`src/rtl/mau_pkg.sv`:
```
// mau_pkg: shared state encoding and lane/step constants for the memory access unit.
package mau_pkg;
    typedef enum logic [1:0] {IDLE, WRITE, READ, RESP} mau_state_t;
    localparam int LANE_W   = 32;
    localparam int LANES    = 4;
    localparam int VEC_W    = LANE_W * LANES;
    localparam int VEC_STEP = 4;
    localparam int SCL_STEP = 1;
endpackage

```
`src/rtl/mau_addr_gen.sv`:
```
// mau_addr_gen: beat address/count registers with step, silent wrap, bounds check and last-beat flag.
module mau_addr_gen
    import mau_pkg::*;
#(
    parameter int ADDR_W    = 32,
    parameter int MEM_WORDS = 16384
) (
    input  logic              clk,
    input  logic              rst,
    input  logic              load,
    input  logic              advance,
    input  logic              vec,
    input  logic [ADDR_W-1:0] start_addr,
    input  logic [7:0]        start_count,
    output logic [ADDR_W-1:0] addr,
    output logic              oob,
    output logic              last
);
    logic [7:0]      count;
    logic [ADDR_W:0] span;
    always_ff @(posedge clk or posedge rst) begin
        if (rst) begin
            addr  <= '0;
            count <= '0;
        end else if (load) begin
            addr  <= start_addr;
            count <= start_count;
        end else if (advance) begin
            addr  <= addr + (vec ? ADDR_W'(VEC_STEP) : ADDR_W'(SCL_STEP));
            count <= count - 8'd1;
        end
    end
    // One extra bit so a vector beat straddling the top of the address space is still out of range.
    assign span = {1'b0, addr} + (vec ? (ADDR_W+1)'(3) : '0);
    assign oob  = span >= (ADDR_W+1)'(MEM_WORDS);
    assign last = count == 8'd1;
endmodule

```
`src/rtl/mem_access_unit.sv`:
```
// mem_access_unit: load/store initiator driving DataMemory, with bursts and per-beat bounds check.
// Define MAU_SCALAR_EN to enable scalar (lane 0) accesses; otherwise every access is a vector.
module mem_access_unit
    import mau_pkg::*;
#(
    parameter int ADDR_W    = 32,
    parameter int MEM_WORDS = 16384
) (
    input  logic              clk,
    input  logic              rst,
    input  logic              req_valid,
    output logic              req_ready,
    input  logic              req_write,
    input  logic              req_vec,
    input  logic [ADDR_W-1:0] req_addr,
    input  logic [7:0]        req_count,
    input  logic [VEC_W-1:0]  req_wdata,
    output logic              rsp_valid,
    input  logic              rsp_ready,
    output logic [VEC_W-1:0]  rsp_rdata,
    output logic              rsp_last,
    output logic              rsp_err,
    output logic              mem_we,
    output logic              mem_vf,
    output logic [VEC_W-1:0]  mem_addr,
    output logic [VEC_W-1:0]  mem_wd,
    input  logic [VEC_W-1:0]  mem_rd
);
    mau_state_t        state, next;
    logic              vec_q, err_q, accept, advance, vec_in, oob, last, live;
    logic [VEC_W-1:0]  wdata_q, rdata_q, rd_lane;
    logic [ADDR_W-1:0] addr;
    logic [7:0]        start_count;
`ifdef MAU_SCALAR_EN
    assign vec_in  = req_vec;
    assign rd_lane = vec_q ? mem_rd : VEC_W'(mem_rd[LANE_W-1:0]);
`else
    logic unused_vec;
    assign unused_vec = req_vec;
    assign vec_in     = 1'b1;
    assign rd_lane    = mem_rd;
`endif
    assign accept      = req_valid & req_ready;
    assign advance     = (state == RESP) & rsp_ready & ~last;
    assign start_count = (req_write || req_count == 8'd0) ? 8'd1 : req_count;
    assign live        = ((state == READ) || (state == WRITE)) & ~oob;
    mau_addr_gen #(.ADDR_W(ADDR_W), .MEM_WORDS(MEM_WORDS)) u_addr_gen (
        .clk(clk), .rst(rst), .load(accept), .advance(advance), .vec(vec_q),
        .start_addr(req_addr), .start_count(start_count),
        .addr(addr), .oob(oob), .last(last)
    );
    always_ff @(posedge clk or posedge rst) begin
        if (rst) state <= IDLE;
        else     state <= next;
    end
    always_comb begin
        next      = state;
        req_ready = (state == IDLE) & ~rst;
        rsp_valid = state == RESP;
        rsp_last  = (state == RESP) & last;
        rsp_err   = (state == RESP) & err_q;
        rsp_rdata = (state == RESP) ? rdata_q : '0;
        mem_we    = (state == WRITE) & ~oob;
        mem_vf    = ((state == READ) || (state == WRITE)) & vec_q;
        mem_addr  = live ? VEC_W'(addr) : '0;
        mem_wd    = (state == WRITE) ? wdata_q : '0;
        unique case (state)
            IDLE:        if (accept) next = req_write ? WRITE : READ;
            WRITE, READ: next = RESP;
            RESP:        if (rsp_ready) next = last ? IDLE : READ;
            default:     next = IDLE;
        endcase
    end
    always_ff @(posedge clk or posedge rst) begin
        if (rst) begin
            vec_q   <= 1'b0;
            err_q   <= 1'b0;
            wdata_q <= '0;
            rdata_q <= '0;
        end else begin
            if (accept) begin
                vec_q   <= vec_in;
                wdata_q <= req_wdata;
            end
            if (state == READ) begin
                err_q   <= oob;
                rdata_q <= oob ? '0 : rd_lane;
            end
            if (state == WRITE) begin
                err_q   <= oob;
                rdata_q <= '0;
            end
        end
    end
endmodule

```
`config.mk`:
```
export PLATFORM = sky130hd
export DESIGN_NAME = mem_access_unit
export DESIGN_NICKNAME = d
export VERILOG_FILES = /design/src/rtl/mau_pkg.sv /design/src/rtl/mau_addr_gen.sv /design/src/rtl/mem_access_unit.sv
export SDC_FILE = /design/constraint.sdc
export NUM_CORES = 1
export LEC_CHECK = 0
export CORE_AREA = 5 5 270 272
export DETAILED_ROUTE_END_ITERATION = 8
export DIE_AREA = 0 0 275 277
export HOLD_SLACK_MARGIN = 0.1
export PLACE_DENSITY_LB_ADDON = 0.12
export SKIP_LAST_GASP = 1
export SYNTH_ARGS = -nofsm -noshare
export SYNTH_HDL_FRONTEND = slang
export SYNTH_SLANG_ARGS = --single-unit
```
`constraint.sdc`:
```
create_clock -name clk -period 18.7 [get_ports clk]
set_clock_uncertainty 0.05 [all_clocks]
set_input_delay 4.675 -clock clk [delete_from_list [all_inputs] [get_ports clk]]
set_output_delay 4.675 -clock clk [all_outputs]
set_load 0.01 [all_outputs]
```
## Word level (Yosys, flattened, before mapping)

Cells that the tools add are included.

| operators by class | value |
|---|---|
| multiplexer cells | 20 |
| bitwise operators | 12 |
| reductions and logical operators | 8 |
| add/subtract/negate cells | 3 |
| equality and inequality tests | 6 |
| $lt $le $gt $ge | 1 |

Operator list:

| operator | number |
|---|---|
| $mux W128 | 5 |
| $mux W32 | 3 |
| $add A32 B33 Y33 | 1 |
| $ge A33 B15 Y1 const B | 1 |
| $add A32 B32 Y32 | 1 |
| $mux W8 | 3 |
| $mux W2 | 5 |
| $and A1 B1 Y1 | 9 |
| $eq A8 B1 Y1 const B | 1 |
| $logic_not A8 Y1 | 1 |
| $sub A8 B1 Y8 const B | 1 |
| $pmux W2 S3 | 1 |
| $eq A2 B2 Y1 const B | 2 |
| $reduce_bool A2 Y1 | 2 |
| $mux W3 | 1 |
| $not A1 Y1 | 3 |
| $eq A2 B1 Y1 const B | 1 |
| $logic_not A2 Y1 | 1 |
| $logic_or A1 B1 Y1 | 2 |
| $mux W1 | 2 |
| $ne A2 B1 Y1 const B | 1 |
| $ne A2 B2 Y1 const B | 1 |
| $reduce_and A2 Y1 | 1 |
| $reduce_or A2 Y1 | 1 |

| word-level totals | value |
|---|---|
| word-level logic and storage cells | 57 |
| bits in registers | 300 |
| input port bits | 302 |
| output and inout bits | 390 |

## Depth between registers and ports, before layout

| depth | value |
|---|---|
| word-level depth | 6 |
| depth in mapped cells | 12 |
| mapped depth without buffers | 10 |

## Cells and area by module

From an unflattened synthesis, not the netlist that was laid out.

| second synthesis, totals | value |
|---|---|
| cell total of the unflattened synthesis | 1349 |
| area total of the unflattened synthesis | 15364.7 µm² |

By module, submodules not included:

| module | times used | cells each | sequential area each (µm²) | area an instance (µm²) |
|---|---|---|---|---|
| mem_access_unit | 1 | 1013 | 6506.2 | 12657.1 |
| mau_addr_gen | 1 | 336 | 1001.0 | 2707.6 |

## Least setup slack after synthesis

Ideal clock, no wire load.

| timing path | value |
|---|---|
| path kind | input -> register |
| from | input rst |
| to | register u_addr_gen.addr[11] |
| cell stages on the path | 7 |
| arrival | 12.449 ns |
| slack | 6.118 ns |
| path through | inv_1 -> and3_1 -> clkbuf_1 -> clkbuf_1 -> clkbuf_1 -> nand2_1 -> o21ai_0 |

| between the ends | value |
|---|---|
| longest elaborated chain between the ends | 4 |
| elaborated cells between the ends (all ways) | 5 |
| classes of those cells | mux: 1; bitwise: 3; reduce/logical: 1 |

Ends and longest elaborated chain:

| item | RTL line | source |
|---|---|---|
| start: declaration | mem_access_unit.sv:10 | `input logic rst,` |
| $not A1 Y1 * | mem_access_unit.sv:58 | `req_ready = (state == IDLE) & ~rst;` |
| $and A1 B1 Y1 * | mem_access_unit.sv:58 |  |
| $and A1 B1 Y1 * | mem_access_unit.sv:43 | `assign accept = req_valid & req_ready;` |
| $mux W32 or $reduce_bool A2 Y1 (tied branches) | - |  |
| end signal: assignment | mau_addr_gen.sv:26 | `addr <= start_addr;` |
| end signal: assignment | mau_addr_gen.sv:29 | `addr <= addr + (vec ? ADDR_W'(VEC_STEP) : ADDR_W'(SCL_STEP));` |
| end: declaration | mau_addr_gen.sv:15 | `output logic [ADDR_W-1:0] addr,` |

Mark *: on every way between the ends. The rest lies on a longest branch, timed or not.
A chain may end at the register's enable or synchronous reset.

## Final worst setup path

| timing path | value |
|---|---|
| from | input rst |
| to | output req_ready |

| between the ends | value |
|---|---|
| longest elaborated chain between the ends | 2 |

Ends and longest elaborated chain:

| item | RTL line | source |
|---|---|---|
| $not A1 Y1 | mem_access_unit.sv:58 |  |
| $and A1 B1 Y1 | mem_access_unit.sv:58 |  |
| end: declaration | mem_access_unit.sv:12 | `output logic req_ready,` |

Every way passes these cells.

==> results by group <==
Outcome
  • Status: finished clean

Logic synthesis
  • Top post-synthesis cells by area: dfrtp_1 (47%), nand2_1 (10%), and2_1 (10%), a41o_1 (8.1%), buf_4 (5.3%)
  • Largest family of logic cells by synthesized area: simple AND/OR/NAND/NOR gates
  • Syn Area/Cell: 9.11 sq um
  • EDFF count, synth: 0
  • Top-area cell type share of the netlist area: 46.9%
  • Synthesized area: 0.0160 sq mm
  • XOR/XNOR share of the synthesized area: 2.35%
  • Most frequent cell after synthesis: nand2_1
  • Synth Instances: 1,756
  • Sequential share of the synthesized area: 46.9%
  • Compound-Gate Fraction of Synth Area: 10.7%
  • Area leader, netlist: dfrtp_1
  • Post-synth top cells: nand2_1 (433), dfrtp_1 (300), and2_1 (259)
  • Simple-gate share of the synthesized area: 29.8%
  • Post-synthesis mux area share: 0.196%
  • Async set or reset register ratio after synthesis: 100%
  • Most used DFF post-synth: dfrtp_1
  • Cell variety after synth: 47
  • Synth Area in Adders: 0.985%
  • Synth warn: 0
  • Seq cells post-synth: 300

Routing
  • Via count: 13,900
  • Pre-antenna DRT Iters: 4
  • Post-DR wirelength/cell: 19.2 microns
  • Routed Antenna Nets: 0
  • DRT iter0 DRCs: 613
  • Post-Route WL: 62.2 mm
  • DRC Markers: 0
  • Vias/cell: 4.28

Placement
  • Worst slack, placed: 7.92 ns
  • Global placer's final weighted congestion: 0.782
  • DPL Wire Length: 42.4 mm
  • Port-buffer cells: 577

STA
  • Max-slew headroom: 20.2%
  • RSZ-0062 raised after global routing: false
  • Final period utilization: 57.7%
  • Maximum clock frequency: 92.6 MHz
  • Final WS setup: 7.90 ns
  • Slew @ Worst Pin: 1.20 ns
  • Final hold violation count: 0
  • Final slew viol count: 0
  • Final setup vio count: 0
  • Final Critical Period: 10.80 ns
  • Final setup TNS: 0 ns

Clock network
  • Inserted Clock Buffers: 41
  • Clock transition at path regs: 0.05 ns
  • Clk_lat worst skew: 0.55 ns
  • Post-CTS resize count: 0
  • CTS tree: built
  • H-tree levels: 2
  • Bufs on Longest Clock Path: 3
  • # hold bufs at CTS: 0
  • Postcts setup bufs: 0
  • Root buf cell: clkbuf_16
  • Clock Sinks: 300

Final layout
  • Nets: 2,569
  • Share of post-route cells with drive strength above 1: 4.11%
  • Layout Utilization: 33.4%
  • Fillcell total: 7,318
  • Syn-to-layout area delta: 47.3%

Job
  • Max-Cap Viols: 0

GRT
  • GRT overflow: 0
  • Initial antenna violation count: 10
  • First-pass GRT wire length: 93.1 mm
  • Largest net degree at the start of global routing: 116
  • Vias in the first global route: 14,500
  • Global-route usage over all layers: 15.5%

Floorplanning
  • Die Y: 277 microns
  • CORE AREA: 0.0705 sq mm
  • Die Wd: 275 microns
  • Die Footprint: 0.0762 sq mm
  • Site row count: 98
  • Initial Util: 22.7%
  • I/O pin count: 692

Worst setup path
  • Critical setup path kind: in2out
  • Top Family by Delay on Critical Path: buffers and inverters
  • Maximum fanout along the worst path: 2
  • Crit-path max cell delay: 0.59 ns
  • Crit path launch type: primary input
  • CP endpoint kind: primary output
  • Most Frequent Cell on Critical Path: clkdlybuf4s50_1
  • Crit path buffers/inverters: 2
  • Slowest cell on crit path: clkdlybuf4s50_1
  • Worst-path cell chain: clkdlybuf4s50_1 -> nor2b_1 -> clkdlybuf4s50_1
  • Critical Path RT: 13.98 ns
  • Critical path arrival: 6.07 ns

Power and ir drop
  • Pwr Density: 120 mW/mm^2
  • VDD IR-drop max: 0.000100 V
  • Static Leak: 0.0113 uW

Worst hold path
  • Hold Crit Class: reg2reg
==> per-stage QoR <==
stage,power (uW),hold WS (ns),area [sq um],instances
after floorplan,1560,0.387,16400,1868
after global placement,2060,0.400,22200,3162
after detailed placement,2060,0.404,22200,3162
after CTS,2900,0.418,23600,3235
after global routing,3040,0.432,23600,3237
final,2830,0.415,23600,3239
==> cells in the final DEF (no fill, tap or decap), drive strengths merged, types with 3 or more instances in the layout <==
cell           count
clkdlybuf4s50    577
nand2            433
dfrtp            300
and2             259
nor2b            132
a41o             129
conb             113
clkbuf            64
o21ai             39
xnor2             25
nor2              24
xor2              18
buf               17
and4              16
a21oi             15
nand3             14
nand4             12
nor3              12
inv               12
ha                11
and3              10
nand3b             8
nor4               7
a31oi              5
diode              4
clkinv             4
a2111oi            3
bufinv             3
a211oi             3
==> kinds of logic (layout without fill, tap and decap cells) <==
| family | after synthesis | in the layout |
|---|---|---|
| and+or+nand+nor | 935 | 935 |
| muxes | 3 | 3 |
| xor gates and xnor gates | 43 | 43 |
| adders and majority gates | 12 | 12 |
| AOI/OAI and AO/OA | 201 | 201 |
| buffers and inverters | 261 | 678 |
| DFF | 300 | 300 |
| other | 1 | 117 |
==> worst paths after layout <==
kind | startpoint | to | slack [ns] | cells after the start
min in group asynchronous | rst | wdata_q[74] | 4.69 | 2
min | wdata_q[18] | wdata_q[18] | 0.41 | 2
max | rst | req_ready | 7.90 | 3
max reg2reg | u_addr_gen.addr[0] | rdata_q[106] | 14.11 | 10
min reg2reg | wdata_q[18] | wdata_q[18] | 0.41 | 2
max in group asynchronous | rst | rdata_q[104] | 11.66 | 4
==> worst register-to-register path, stage by stage (launching register included) <==
cell      delay (ns)
dfrtp_1         0.44
ha_1            0.20
inv_1           0.06
fa_1            0.43
nor4_4          0.57
nor4bb_1        0.37
o21ai_1         0.12
nor4_2          0.27
buf_4           0.57
buf_4           1.04
a41o_1          0.39
==> flip-flops by register name, summed over array words and instances, names as in the netlist <==
name / count
err_q: 1
rdata_q: 128
state: 2
u_addr_gen.addr: 32
u_addr_gen.count: 8
vec_q: 1
wdata_q: 128
==> routing by layer <==
| metal | GRT usage [%] | part of all wire [%] |
|---|---|---|
| met5 | 0 | 0.13 |
| met4 | 3.68 | 2.0 |
| met3 | 6.45 | 10 |
| met2 | 24.5 | 45 |
| met1 | 19.8 | 43 |
==> final cells by class <==
| type | instances | area (sq um) | area share (%) |
|---|---|---|---|
| antenna | 4 | 10.0 | 0.0425 |
| inverter | 11 | 48.8 | 0.207 |
| clock inverter | 9 | 126 | 0.536 |
| tap | 950 | 1190 | 5.04 |
| multi-input combinational | 1307 | 7530 | 32.0 |
| timing repair buffer | 594 | 5900 | 25.0 |
| clock buffer | 64 | 1250 | 5.32 |
| sequential | 300 | 7510 | 31.8 |
==> report_power, final <==
part / switching, uW / leakage, uW / internal (uW)
Clock: 313 / 0.000678 / 501
Sequential: 135 / 0.00392 / 820
Combinational: 671 / 0.00675 / 396
Total: 1120 / 0.0113 / 1720
Note: power is estimated with default switching activity, not from simulation.
